===== src/rtl/serial_receiver.sv =====
// Serial deserializer: samples din on bitTick while frameActive is high, checks framing and
// delivers width-bit words via a valid/ack register. Define SERIAL_RX_LSB_FIRST_EN for LSB-first assembly.
module serial_receiver #(
  parameter int width = 32
) (
  input  logic             clk,
  input  logic             reset,
  input  logic             din,
  input  logic             bitTick,
  input  logic             frameActive,
  input  logic             dataAck,
  output logic [width-1:0] dataOut,
  output logic             dataValid,
  output logic             rxBusy,
  output logic             rxDone,
  output logic             rxError,
  output logic             overrun,
  output logic [1:0]       o_dbg_state
);
  localparam int CW = $clog2(width + 1);
  localparam logic [CW-1:0] LAST = CW'(width);

  typedef enum logic [1:0] {
    IDLE     = 2'd0,
    SHIFT    = 2'd1,
    WAIT_END = 2'd2,
    FLUSH    = 2'd3
  } state_t;

  state_t           r_state;
  state_t           w_state_nxt;
  logic [CW-1:0]    r_count;
  logic [CW-1:0]    w_count_nxt;
  logic [CW-1:0]    w_count_inc;
  logic [width-1:0] r_shreg;
  logic [width-1:0] w_shreg_nxt;
  logic [width-1:0] w_shifted;
  logic [width-1:0] r_data;
  logic             r_valid;
  logic             r_done;
  logic             r_error;
  logic             r_overrun;
  logic             w_sample;
  logic             w_deliver;
  logic             w_reject;

  always_comb begin
    w_sample    = bitTick && frameActive;
    w_count_inc = r_count + CW'(1);
`ifdef SERIAL_RX_LSB_FIRST_EN
    w_shifted   = {din, r_shreg[width-1:1]};
`else
    w_shifted   = {r_shreg[width-2:0], din};
`endif
    w_state_nxt = r_state;
    w_count_nxt = r_count;
    w_shreg_nxt = r_shreg;
    w_deliver   = 1'b0;
    w_reject    = 1'b0;
    case (r_state)
      IDLE: begin
        if (w_sample) begin
          w_shreg_nxt = w_shifted;
          w_count_nxt = CW'(1);
          w_state_nxt = SHIFT;
        end
      end
      SHIFT: begin
        if (w_sample) begin
          w_shreg_nxt = w_shifted;
          w_count_nxt = w_count_inc;
          if (w_count_inc == LAST) w_state_nxt = WAIT_END;
        end else if (!frameActive) begin
          // Frame ended before a full word arrived.
          w_reject    = 1'b1;
          w_count_nxt = '0;
          w_state_nxt = IDLE;
        end
      end
      WAIT_END: begin
        if (!frameActive) begin
          w_deliver   = 1'b1;
          w_count_nxt = '0;
          w_state_nxt = IDLE;
        end else if (w_sample) begin
          w_reject    = 1'b1;
          w_count_nxt = '0;
          w_state_nxt = FLUSH;
        end
      end
      FLUSH: begin
        if (!frameActive) w_state_nxt = IDLE;
      end
      default: w_state_nxt = IDLE;
    endcase
  end

  // Valid/ack: dataValid stays high until the edge after dataAck is seen with it high;
  // a delivery in that window overwrites dataOut and flags overrun unless dataAck is high on that edge.
  always_ff @(posedge clk) begin
    if (reset) begin
      r_state   <= IDLE;
      r_count   <= '0;
      r_shreg   <= '0;
      r_data    <= '0;
      r_valid   <= 1'b0;
      r_done    <= 1'b0;
      r_error   <= 1'b0;
      r_overrun <= 1'b0;
    end else begin
      r_state   <= w_state_nxt;
      r_count   <= w_count_nxt;
      r_shreg   <= w_shreg_nxt;
      r_done    <= w_deliver;
      r_error   <= w_reject;
      r_overrun <= w_deliver && r_valid && !dataAck;
      if (w_deliver) begin
        r_data  <= r_shreg;
        r_valid <= 1'b1;
      end else if (r_valid && dataAck) begin
        r_valid <= 1'b0;
      end
    end
  end

  assign dataOut     = r_data;
  assign dataValid   = r_valid;
  assign rxBusy      = (r_state != IDLE);
  assign rxDone      = r_done;
  assign rxError     = r_error;
  assign overrun     = r_overrun;
  assign o_dbg_state = r_state;

endmodule


===== config.mk =====
export PLATFORM = sky130hd
export DESIGN_NAME = serial_receiver
export DESIGN_NICKNAME = d
export VERILOG_FILES = /design/src/rtl/serial_receiver.sv
export SDC_FILE = /design/constraint.sdc
export NUM_CORES = 1
export LEC_CHECK = 0
export ABC_CLOCK_PERIOD_IN_PS = 1700
export BUFFER_PORTS_ARGS = -buffer_cell sky130_fd_sc_hd__buf_2
export CORE_MARGIN = 4
export CORE_UTILIZATION = 49
export DETAILED_ROUTE_END_ITERATION = 12
export HOLD_SLACK_MARGIN = 0.12
export PLACE_DENSITY = 0.76
export SYNTH_ARGS = -nofsm -noshare
export SYNTH_HDL_FRONTEND = slang
export SYNTH_SLANG_ARGS = --single-unit

===== constraint.sdc =====
create_clock -name clk -period 1.7 [get_ports clk]
set_clock_uncertainty 0.05 [all_clocks]
set_input_delay 0.17 -clock clk [delete_from_list [all_inputs] [get_ports clk]]
set_output_delay 0.17 -clock clk [all_outputs]
set_load 0.005 [all_outputs]

Word level (Yosys, flattened, before mapping)
Index checks and enable logic that the tools add are counted.

cells by class
  $add $sub $neg = 1
  equal/unequal tests = 8
  mux-type cells = 21
  reduce and logical (&&, ||, !) cells = 13

operators by type and width
  cell                                                              number
  6-bit 2-to-1 mux                                                  5
  6-bit case mux with 3 select lines                                1
  2-bit 2-to-1 mux                                                  6
  3-bit != test (second input constant)                             3
  2-bit case mux with 4 select lines                                1
  1-bit 2-to-1 mux                                                  7
  6-bit by 1-bit adder with 6-bit output (second input constant)    1
  6-bit == test (second input constant)                             1
  2-bit == test (second input constant)                             2
  1-bit logical AND                                                 4
  4-bit AND reduction                                               1
  2-bit nonzero test                                                2
  3-bit AND reduction                                               1
  3-bit nonzero test                                                1
  2-bit by 1-bit == test with 1-bit output (second input constant)  1
  2-bit zero test                                                   1
  2-bit != test (second input constant)                             1
  1-bit case mux with 2 select lines                                1
  2-bit AND reduction                                               1
  2-bit OR reduction                                                1
  1-bit zero test                                                   1

word-level totals
  register bits after elaboration = 76
  input port bits = 6
  output and inout bits = 39

Depth between registers and ports, before layout
Gate-level depths: netlist (run 1).

  depth in word-level cells = 5
  gate-level depth with buffers = 8
  mapped depth without buffers = 6

Worst setup path after synthesis (run 1)
OpenSTA, ideal clock, no wires.

  path kind = register -> register
  start = reg r_state[1] (netlist: o_dbg_state[1])
  end = reg r_count[5]
  arrival time = 1.525 ns
  required time = 1.559 ns
  slack = 0.034 ns
  cell stages (with the launch flop) = 7
  path buffers = 0
  clock period less this slack = 1.666 ns
  cell sequence = dfxtp_1 inv_1 ha_1 nand3_2 nor3b_4 a41oi_1 a311oi_1

between the ends
  cells in the longest elaborated chain, start to end = 3
  elaborated cells on any way between the ends = 9

ends and longest elaborated chain
  what                                                              RTL line  RTL
  from (decl)                                                       30        state_t r_state;
  from (signal assigned)                                            111       r_state <= w_state_nxt;
  2-bit by 1-bit == test with 1-bit output (tied with other cells)  60        case (r_state)
  3-bit != test (no line) (tied with other cells)                   n/a
  4-bit AND reduction (no line)                                     n/a
  to (signal assigned)                                              112       r_count <= w_count_nxt;
  to (decl)                                                         32        logic [CW-1:0] r_count;

Several ways; a longest one is shown, not always the timed one.
A chain may end at the register's enable or synchronous reset.

Worst setup path in the final report (run 1)
  start = reg r_state[0] (netlist: o_dbg_state[0])
  end = reg r_count[4]

The elaborated chain is that of the path after synthesis.

==> impl_metrics.env, run 1 <==
export IMPL_fin_tns_setup_ns=0
export IMPL_initial_core_util=0.517
export IMPL_synthTopCellsByArea="dfxtp_1, nand2_1, a21oi_1"
export IMPL_async_reset_ff_frac=0
export IMPL_pre_cts_slack_ns=-0.0787
export IMPL_dieHeight_um=84.9
export IMPL_layout_nets=425
export IMPL_hp_start="frameActive"
export IMPL_synth_most_common_cell="nand2_1"
export IMPL_cp_slowest_cell="dfxtp_4"
export IMPL_ys_warn_count=0
export IMPL_cts_tree="done"
export IMPL_ys_ff_latch=76
export IMPL_finalMaxSlewViolations=0
export IMPL_syn_nets=376
export IMPL_swShare=0.212
export IMPL_period_needed_ns=1.66
export IMPL_routabilityCongestion=0.808
export IMPL_timing_hold_ws_ns=0.203
export IMPL_clk_pin_slew_ns=0.07
export IMPL_avgSynthCellArea_um2=7.96
export IMPL_slowest_delay_ns=0.37
export IMPL_cts_made_buffers=9
export IMPL_grt_use_total=0.168
export IMPL_min_path_type="input port to register"
export IMPL_firstDrtPassIters=4
export IMPL_ctsLongestPathBuffers=2
export IMPL_startpoint="o_dbg_state[0]"
export IMPL_cap_violations=0
export IMPL_vias=2571
export IMPL_worst_r2r_setup_slack_ns=0.04
export IMPL_grt_pass1_vias=2341
export IMPL_core_area_mm2=0.00561
export IMPL_drt_wl_total_um=6130
export IMPL_fillers=521
export IMPL_register_area_mm2=0.00153
export IMPL_die_x_um=84.9
export IMPL_synth_edf_count=0
export IMPL_synthCells=364
export IMPL_ys_top_cells_by_count="nand2_1, dfxtp_1, a21oi_1"
export IMPL_synth_top_area_share=0.525
export IMPL_pwr_density_cell_mw_per_mm2=969
export IMPL_area_growth_pct=22.7
export IMPL_finalHoldViolCount=0
export IMPL_p_comb_frac=0.057
export IMPL_antenna_found_initial=0
export IMPL_multiInputGateArea_mm2=0.00131
export IMPL_sequentialPowerShare=0.522
export IMPL_reg2reg_to="r_count[4]"
export IMPL_tightest_slew_ns=0.381
export IMPL_design_area_mm2=0.00355
export IMPL_max_slew_margin=0.746
export IMPL_crit_type="register to register"
export IMPL_grt_overflow_total=0
export IMPL_syn_area_mm2=0.00290
export IMPL_grt_pass1_wl_um=10100
export IMPL_endpoint_kind="register"
export IMPL_ff2ff_path_depth=6
export IMPL_grt_max_degree=38
export IMPL_status="finished, final reports clean"
export IMPL_ys_flop_type="dfxtp_1"
export IMPL_wl_met1_um=2770
export IMPL_utilization=0.634
export IMPL_yosysSeqAreaShare=0.525
export IMPL_p_leak_nw=1.34
export IMPL_p_int_w=0.00271
export IMPL_fmax_mhz=601
export IMPL_post_route_period_util=0.979
export IMPL_port_buffers=44
export IMPL_dieArea_mm2=0.00721
export IMPL_vias_per_cell=5.27
export IMPL_post_drt_wl_per_cell_um=12.6
export IMPL_cp_endpoint="r_count[4]"
export IMPL_worst_path_max_fanout=5
export IMPL_rows=27
export IMPL_cts_sinks=76
export IMPL_clkPwrFrac=0.421
export IMPL_setup_violations=0
export IMPL_peakVddDrop_v=0.000506
export IMPL_drc=0
export IMPL_crit_path_cell_trace="inv_1, ha_1, a21oi_1, a21boi_1, nor2_2, a311oi_1"
export IMPL_diodes=0
export IMPL_switchingPower_w=0.000730
export IMPL_start_kind="register"
export IMPL_dpl_hpwl_um=3740
export IMPL_drt_iter0_markers=168
export IMPL_synth_top_area_cell="dfxtp_1"
export IMPL_final_layout_size_suffix_gt1_frac=0.207
export IMPL_wl_met3_um=392
export IMPL_cp_data_arrival_time_ns=1.86
export IMPL_ios=45
export IMPL_wl_met2_um=2830
export IMPL_r2r_start="o_dbg_state[0]"
export IMPL_required_ns=1.90
export IMPL_clk_latency_ns=0.34
export IMPL_htree_levels=3
export IMPL_antenna_left=0
export IMPL_top_layer="met4"
export IMPL_setup_slack_ns=0.0362
export IMPL_placed_area_mm2=0.00324
export IMPL_synth_cell_types=33
export IMPL_clock_root_buffer="clkbuf_8"
sequential cells by signal, indices dropped and copies added, names as in the netlist:
name / cells
r_count: 6
o_dbg_state: 2
dataOut: 32
rxError: 1
r_shreg: 32
overrun: 1
rxDone: 1
dataValid: 1
layout by cell type, fill, tap and decap left out, types with 3 or more instances in the layout:
cell type	count
clkbuf_8	10
ha_1	3
nand2_1	135
nor2_1	4
a21oi_1	71
o21ai_0	4
inv_1	4
nand2b_1	4
buf_2	44
dfxtp_1	75
buf_4	13
buf_12	3
a311oi_1	4
cell type report:
cell class | count | area share
flip-flops and latches | 76 | 0.429
clock inverters | 2 | 0.0169
well taps | 72 | 0.0254
repair buffers | 63 | 0.115
multi-input cells | 258 | 0.367
clock buffers | 12 | 0.0408
inverters | 5 | 0.00528
worst min path at each step:
stage | endpoint | slack [ns] | depth (start not counted)
5_1_grt | o_dbg_state[1] | 0.23 | 3
3_3_place_gp | r_shreg[0] | 0.37 | 3
4_1_cts | o_dbg_state[1] | 0.18 | 3
2_1_floorplan | r_shreg[0] | 0.26 | 2
3_5_place_dp | r_shreg[0] | 0.38 | 3
6_report | o_dbg_state[1] | 0.20 | 3
power groups by stage:
stage               combinational (W)  sequential, W  clock [W]
floorplan                    0.000112        0.00184          0
global placement             0.000167        0.00184          0
detailed placement           0.000169        0.00184          0
CTS                          0.000180        0.00180    0.00147
global route                 0.000215        0.00180    0.00154
finish                       0.000197        0.00180    0.00145
worst max-delay path, delay by kind of cell, from the launching register on:
kind,cells,cell delay [ns]
AND/OR/NAND/NOR,1,0.11
buffers and inverters,1,0.15
adder cells (fa/ha/maj),1,0.24
flip-flops,1,0.37
AO/OA/AOI/OAI,3,0.66
what timing repair did:
action	in CTS	in global routing
pin swaps	1	4
setup buffers	1	3
hold buffers	2	0
endpoints found under the setup margin	37	26
resized for setup	4	11
endpoints found under the hold margin	3	0
cells by family (layout without fill, tap and decap cells):
family,after synthesis,count (layout),synth area share
buffers and inverters,30,82,0.0441
AOI/OAI and AO/OA,91,91,0.174
adders and majority gates,6,6,0.0259
DFF,76,76,0.525
and+or+nand+nor,161,161,0.231
routing by layer:
| layer | track usage | up-vias |
|---|---|---|
| met1 | 0.209 | 1171 |
| li1 | - | 1294 |
| met3 | 0.0340 | 16 |
| met5 | 0 | - |
| met2 | 0.281 | 90 |
| met4 | 0.0734 | 0 |
metrics by stage:
step / cells / power [W]
finish: 488 / 0.00344
global route: 488 / 0.00356
CTS: 485 / 0.00345
detailed placement: 468 / 0.00201
global placement: 468 / 0.00200
floorplan: 364 / 0.00195
Power figures use the tool's default switching activity.
==> inputs of run 2 (changes only) <==
--- a/config.mk
+++ b/config.mk
@@ -8,10 +8,10 @@
 export ABC_CLOCK_PERIOD_IN_PS = 1700
 export BUFFER_PORTS_ARGS = -buffer_cell sky130_fd_sc_hd__buf_2
 export CORE_MARGIN = 4
-export CORE_UTILIZATION = 49
+export CORE_UTILIZATION = 50
 export DETAILED_ROUTE_END_ITERATION = 12
 export HOLD_SLACK_MARGIN = 0.12
-export PLACE_DENSITY = 0.76
+export PLACE_DENSITY = 0.77
 export SYNTH_ARGS = -nofsm -noshare
 export SYNTH_HDL_FRONTEND = slang
 export SYNTH_SLANG_ARGS = --single-unit
==> impl_metrics.env, run 2 (synthesis results as in run 1) <==
export IMPL_status="finished, final reports clean"
export IMPL_cap_violations=0
export IMPL_max_slew_margin=0.728
export IMPL_worst_path_max_fanout=5
export IMPL_grt_overflow_total=0
export IMPL_p_leak_nw=1.33
export IMPL_fillers=515
export IMPL_firstDrtPassIters=4
export IMPL_finalMaxSlewViolations=0
export IMPL_grt_use_total=0.174
export IMPL_ios=45
export IMPL_clk_pin_slew_ns=0.07
export IMPL_area_growth_pct=20.6
export IMPL_layout_commonest_cell="nand2_1"
export IMPL_diodes=0
export IMPL_pwr_density_cell_mw_per_mm2=949
export IMPL_cts_made_buffers=9
export IMPL_timing_hold_ws_ns=0.183
export IMPL_routabilityCongestion=0.869
export IMPL_drt_iter0_markers=131
export IMPL_cts_tree="done"
export IMPL_rows=27
export IMPL_clock_root_buffer="clkbuf_8"
export IMPL_drc=0
export IMPL_final_layout_size_suffix_gt1_frac=0.207
export IMPL_clk_latency_ns=0.35
export IMPL_period_needed_ns=1.61
export IMPL_vias=2502
export IMPL_core_area_mm2=0.00557
export IMPL_port_buffers=44
export IMPL_die_x_um=84.1
export IMPL_post_route_period_util=0.949
export IMPL_dieArea_mm2=0.00707
export IMPL_cp_data_arrival_time_ns=1.80
export IMPL_required_ns=1.88
export IMPL_peakVddDrop_v=0.000914
export IMPL_antenna_left=0
export IMPL_endpoint_kind="register"
export IMPL_drt_wl_total_um=6060
export IMPL_grt_pass1_wl_um=10100
export IMPL_min_path_type="input port to register"
export IMPL_start_kind="register"
export IMPL_post_drt_wl_per_cell_um=12.4
export IMPL_cts_sinks=76
export IMPL_pre_cts_slack_ns=-0.0712
export IMPL_crit_type="register to register"
export IMPL_setup_slack_ns=0.0872
export IMPL_ctsLongestPathBuffers=2
export IMPL_dieHeight_um=84.1
export IMPL_finalHoldViolCount=0
export IMPL_rsz0062_at_grt="yes"
export IMPL_dpl_hpwl_um=3800
export IMPL_grt_max_degree=43
export IMPL_antenna_found_initial=0
export IMPL_fin_tns_setup_ns=0
export IMPL_vias_per_cell=5.14
export IMPL_setup_violations=0
export IMPL_fmax_mhz=620
export IMPL_initial_core_util=0.520
export IMPL_layout_common_cells="nand2_1, dfxtp_1, a21oi_1, buf_2, buf_4"
export IMPL_layout_nets=423
export IMPL_grt_pass1_vias=2276
export IMPL_tightest_slew_ns=0.407
export IMPL_htree_levels=3
==> run 2: cell types whose count changed in the layout (fill, tap and decap cells not counted), sizes merged <==
cell / change
clkbuf: -3
clkinv: +5
buf: -4
or2: +1
dlygate4sd3: +1
bufinv: -1
==> run 2: metal layers <==
metal	global-route usage	vias up	part of all wire
met1	0.202	1150	0.45
met5	0	-	0
met3	0.0701	7	0.055
met2	0.291	46	0.48
li1	-	1299	-
met4	0.0570	0	0.013
==> run 2: final timing paths <==
path,start,end,slack [ns],cells past startpoint
setup / recovery,o_dbg_state[0],o_dbg_state[0],0.09,6
hold reg to reg,dataOut[22],dataOut[22],0.40,2
hold / removal,frameActive,o_dbg_state[1],0.18,3
setup reg to reg,o_dbg_state[0],o_dbg_state[0],0.09,6
==> run 2: layout make-up <==
cell class | instances | area (µm²) | share of cell area
multi-input cells | 259 | 1290 | 0.371
flip-flops and latches | 76 | 1530 | 0.437
repair buffers | 60 | 373 | 0.107
clock inverters | 6 | 66.3 | 0.0190
well taps | 72 | 90.1 | 0.0258
inverters | 5 | 18.8 | 0.00537
clock buffers | 9 | 124 | 0.0355
==> run 2: critical path: stages (launching register included) <==
cell	delay, ns
dfxtp_4	0.38
inv_1	0.08
ha_1	0.23
a21oi_1	0.23
buf_4	0.18
a21boi_0	0.07
a211o_1	0.27
==> run 2: what timing repair did <==
item | in CTS | in global routing
buffers inserted | 2 | 0
resized for setup | 3 | 10
hold endpoints to repair | 4 | 0
pin swaps | 1 | 4
hold buffers | 3 | 0
endpoints found under the setup margin | 36 | 42
cloned | 0 | 1
==> run 2: power breakdown <==
part / leakage, nW / internal, W / switching, W / total, W
clock network: 0.0990 / 0.000672 / 0.000655 / 0.00133
logic: 0.614 / 0.0000692 / 0.000122 / 0.000191
registers: 0.613 / 0.00179 / 0.00000945 / 0.00180
total: 1.33 / 0.00253 / 0.000786 / 0.00331
==> run 2: through the flow <==
step / area, µm² / utilization / total power (W) / cells
floorplan: 2900 / - / 0.00195 / 364
global placement: 3210 / 0.576 / 0.00200 / 466
detailed placement: 3210 / 0.576 / 0.00200 / 466
CTS: 3450 / 0.619 / 0.00333 / 486
global route: 3490 / 0.626 / 0.00344 / 487
finish: 3490 / 0.626 / 0.00331 / 487
==> inputs of run 3 (changes only) <==
--- a/config.mk
+++ b/config.mk
@@ -12,6 +12,8 @@
 export DETAILED_ROUTE_END_ITERATION = 12
 export HOLD_SLACK_MARGIN = 0.12
 export PLACE_DENSITY = 0.77
+export SETUP_SLACK_MARGIN = 0.3
+export SKIP_LAST_GASP = 1
 export SYNTH_ARGS = -nofsm -noshare
 export SYNTH_HDL_FRONTEND = slang
 export SYNTH_SLANG_ARGS = --single-unit
==> impl_metrics.env, run 3 (synthesis results as in run 1) <==
export IMPL_vias=2712
export IMPL_cp_slowest_cell="dfxtp_4"
export IMPL_crit_path_cell_trace="buf_4, ha_4, a21oi_4, a21boi_4, nor2_2, a311oi_1"
export IMPL_timing_hold_ws_ns=0.206
export IMPL_initial_core_util=0.520
export IMPL_grt_max_degree=42
export IMPL_placed_area_mm2=0.00324
export IMPL_routabilityCongestion=0.849
export IMPL_antenna_left=0
export IMPL_vias_per_cell=5.40
export IMPL_crit_type="register to register"
export IMPL_finalMaxSlewViolations=0
export IMPL_cap_violations=0
export IMPL_fmax_mhz=619
export IMPL_clock_root_buffer="clkbuf_8"
export IMPL_min_path_type="input port to register"
export IMPL_antenna_found_initial=0
export IMPL_design_area_mm2=0.00405
export IMPL_layout_nets=438
export IMPL_htree_levels=3
export IMPL_dieArea_mm2=0.00707
export IMPL_layout_commonest_cell="nand2_1"
export IMPL_dpl_hpwl_um=3750
export IMPL_area_growth_pct=39.9
export IMPL_ios=45
export IMPL_final_layout_size_suffix_gt1_frac=0.405
export IMPL_slowest_delay_ns=0.37
export IMPL_peakVddDrop_v=0.000475
export IMPL_ctsLongestPathBuffers=2
export IMPL_p_leak_nw=1.58
export IMPL_cts_made_buffers=9
export IMPL_port_buffers=44
export IMPL_firstDrtPassIters=4
export IMPL_fillers=417
export IMPL_fin_tns_setup_ns=0
export IMPL_layout_common_cells="nand2_1, dfxtp_1, a21oi_1, buf_2, nand2_2"
export IMPL_required_ns=1.87
export IMPL_drt_iter0_markers=243
export IMPL_post_route_period_util=0.951
export IMPL_post_drt_wl_per_cell_um=15.7
export IMPL_grt_use_total=0.198
export IMPL_drc=0
export IMPL_utilization=0.727
export IMPL_cp_data_arrival_time_ns=1.78
export IMPL_endpoint_kind="register"
export IMPL_setup_violations=0
export IMPL_max_slew_margin=0.710
export IMPL_grt_pass1_vias=2447
export IMPL_diodes=0
export IMPL_finalHoldViolCount=0
export IMPL_cts_sinks=76
export IMPL_clk_pin_slew_ns=0.08
export IMPL_dieHeight_um=84.1
export IMPL_drt_wl_total_um=7890
export IMPL_rsz0062_at_grt="yes"
export IMPL_start_kind="register"
export IMPL_clk_latency_ns=0.35
export IMPL_core_area_mm2=0.00557
export IMPL_grt_overflow_total=0
export IMPL_cts_tree="done"
export IMPL_period_needed_ns=1.62
export IMPL_die_x_um=84.1
export IMPL_worst_path_max_fanout=7
export IMPL_rows=27
export IMPL_status="finished, final reports clean"
export IMPL_pwr_density_cell_mw_per_mm2=893
export IMPL_grt_pass1_wl_um=11400
export IMPL_tightest_slew_ns=0.434
==> run 3: changes by cell type in the layout (fill, tap and decap cells not counted), sizes merged <==
| cell | change |
|---|---|
| buf | +11 |
| or2 | +2 |
| inv | +1 |
| clkinv | -5 |
| clkbuf | +6 |
==> run 3: layout make-up <==
| type | count | area [µm²] | share of cell area |
|---|---|---|---|
| Timing Repair Buffer | 73 | 536 | 0.132 |
| Sequential cell | 76 | 1530 | 0.378 |
| Clock inverter | 2 | 38.8 | 0.00957 |
| Clock buffer | 13 | 180 | 0.0445 |
| Inverter | 5 | 26.3 | 0.00648 |
| Multi-Input combinational cell | 261 | 1650 | 0.407 |
| Tap cell | 72 | 90.1 | 0.0222 |
==> run 3: worst paths after layout <==
check	startpoint	cells past startpoint	to	slack, ns
worst max-delay path	o_dbg_state[1]	6	r_count[3]	0.08
worst min-delay path	frameActive	3	o_dbg_state[1]	0.21
worst max register to register	o_dbg_state[1]	6	r_count[3]	0.08
worst min register to register	dataOut[11]	2	dataOut[11]	0.40
==> run 3: stage by stage <==
stage          setup WS, ns  power [W]  std cells
6_report             0.0839    0.00362        502
5_1_grt             0.00523    0.00373        502
4_1_cts               0.189    0.00353        489
3_5_place_dp         0.0165    0.00201        462
3_3_place_gp          0.103    0.00201        462
2_1_floorplan         0.224    0.00197        364
==> run 3: timing repair <==
action	in CTS	in global routing
hold endpoints to repair	4	0
setup endpoints to repair	74	74
pin swaps	10	29
setup buffers	6	9
gates resized for setup	30	77
cloned	3	4
hold buffers	3	0
==> run 3: per-layer routing <==
layer,wire length [µm],track usage,share of wire,vias up
met2,3920,0.318,0.50,76
li1,-,-,-,1335
met4,140,0.0863,0.018,0
met3,425,0.0523,0.054,18
met1,3410,0.251,0.43,1283
met5,0,0,0,-
==> run 3: report_power, final <==
group,internal (W),switching (W)
sequential,0.00179,0.0000120
combinational,0.000122,0.000181
clock,0.000847,0.000670
==> run 3: worst max-delay path, delay by kind of cell (launching register included) <==
kind                     cells  cell delay, ns
flip-flops                   1            0.37
adder cells (fa/ha/maj)      1            0.19
buffers and inverters        1            0.15
AND/OR/NAND/NOR              1            0.23
AO/OA/AOI/OAI                3            0.48
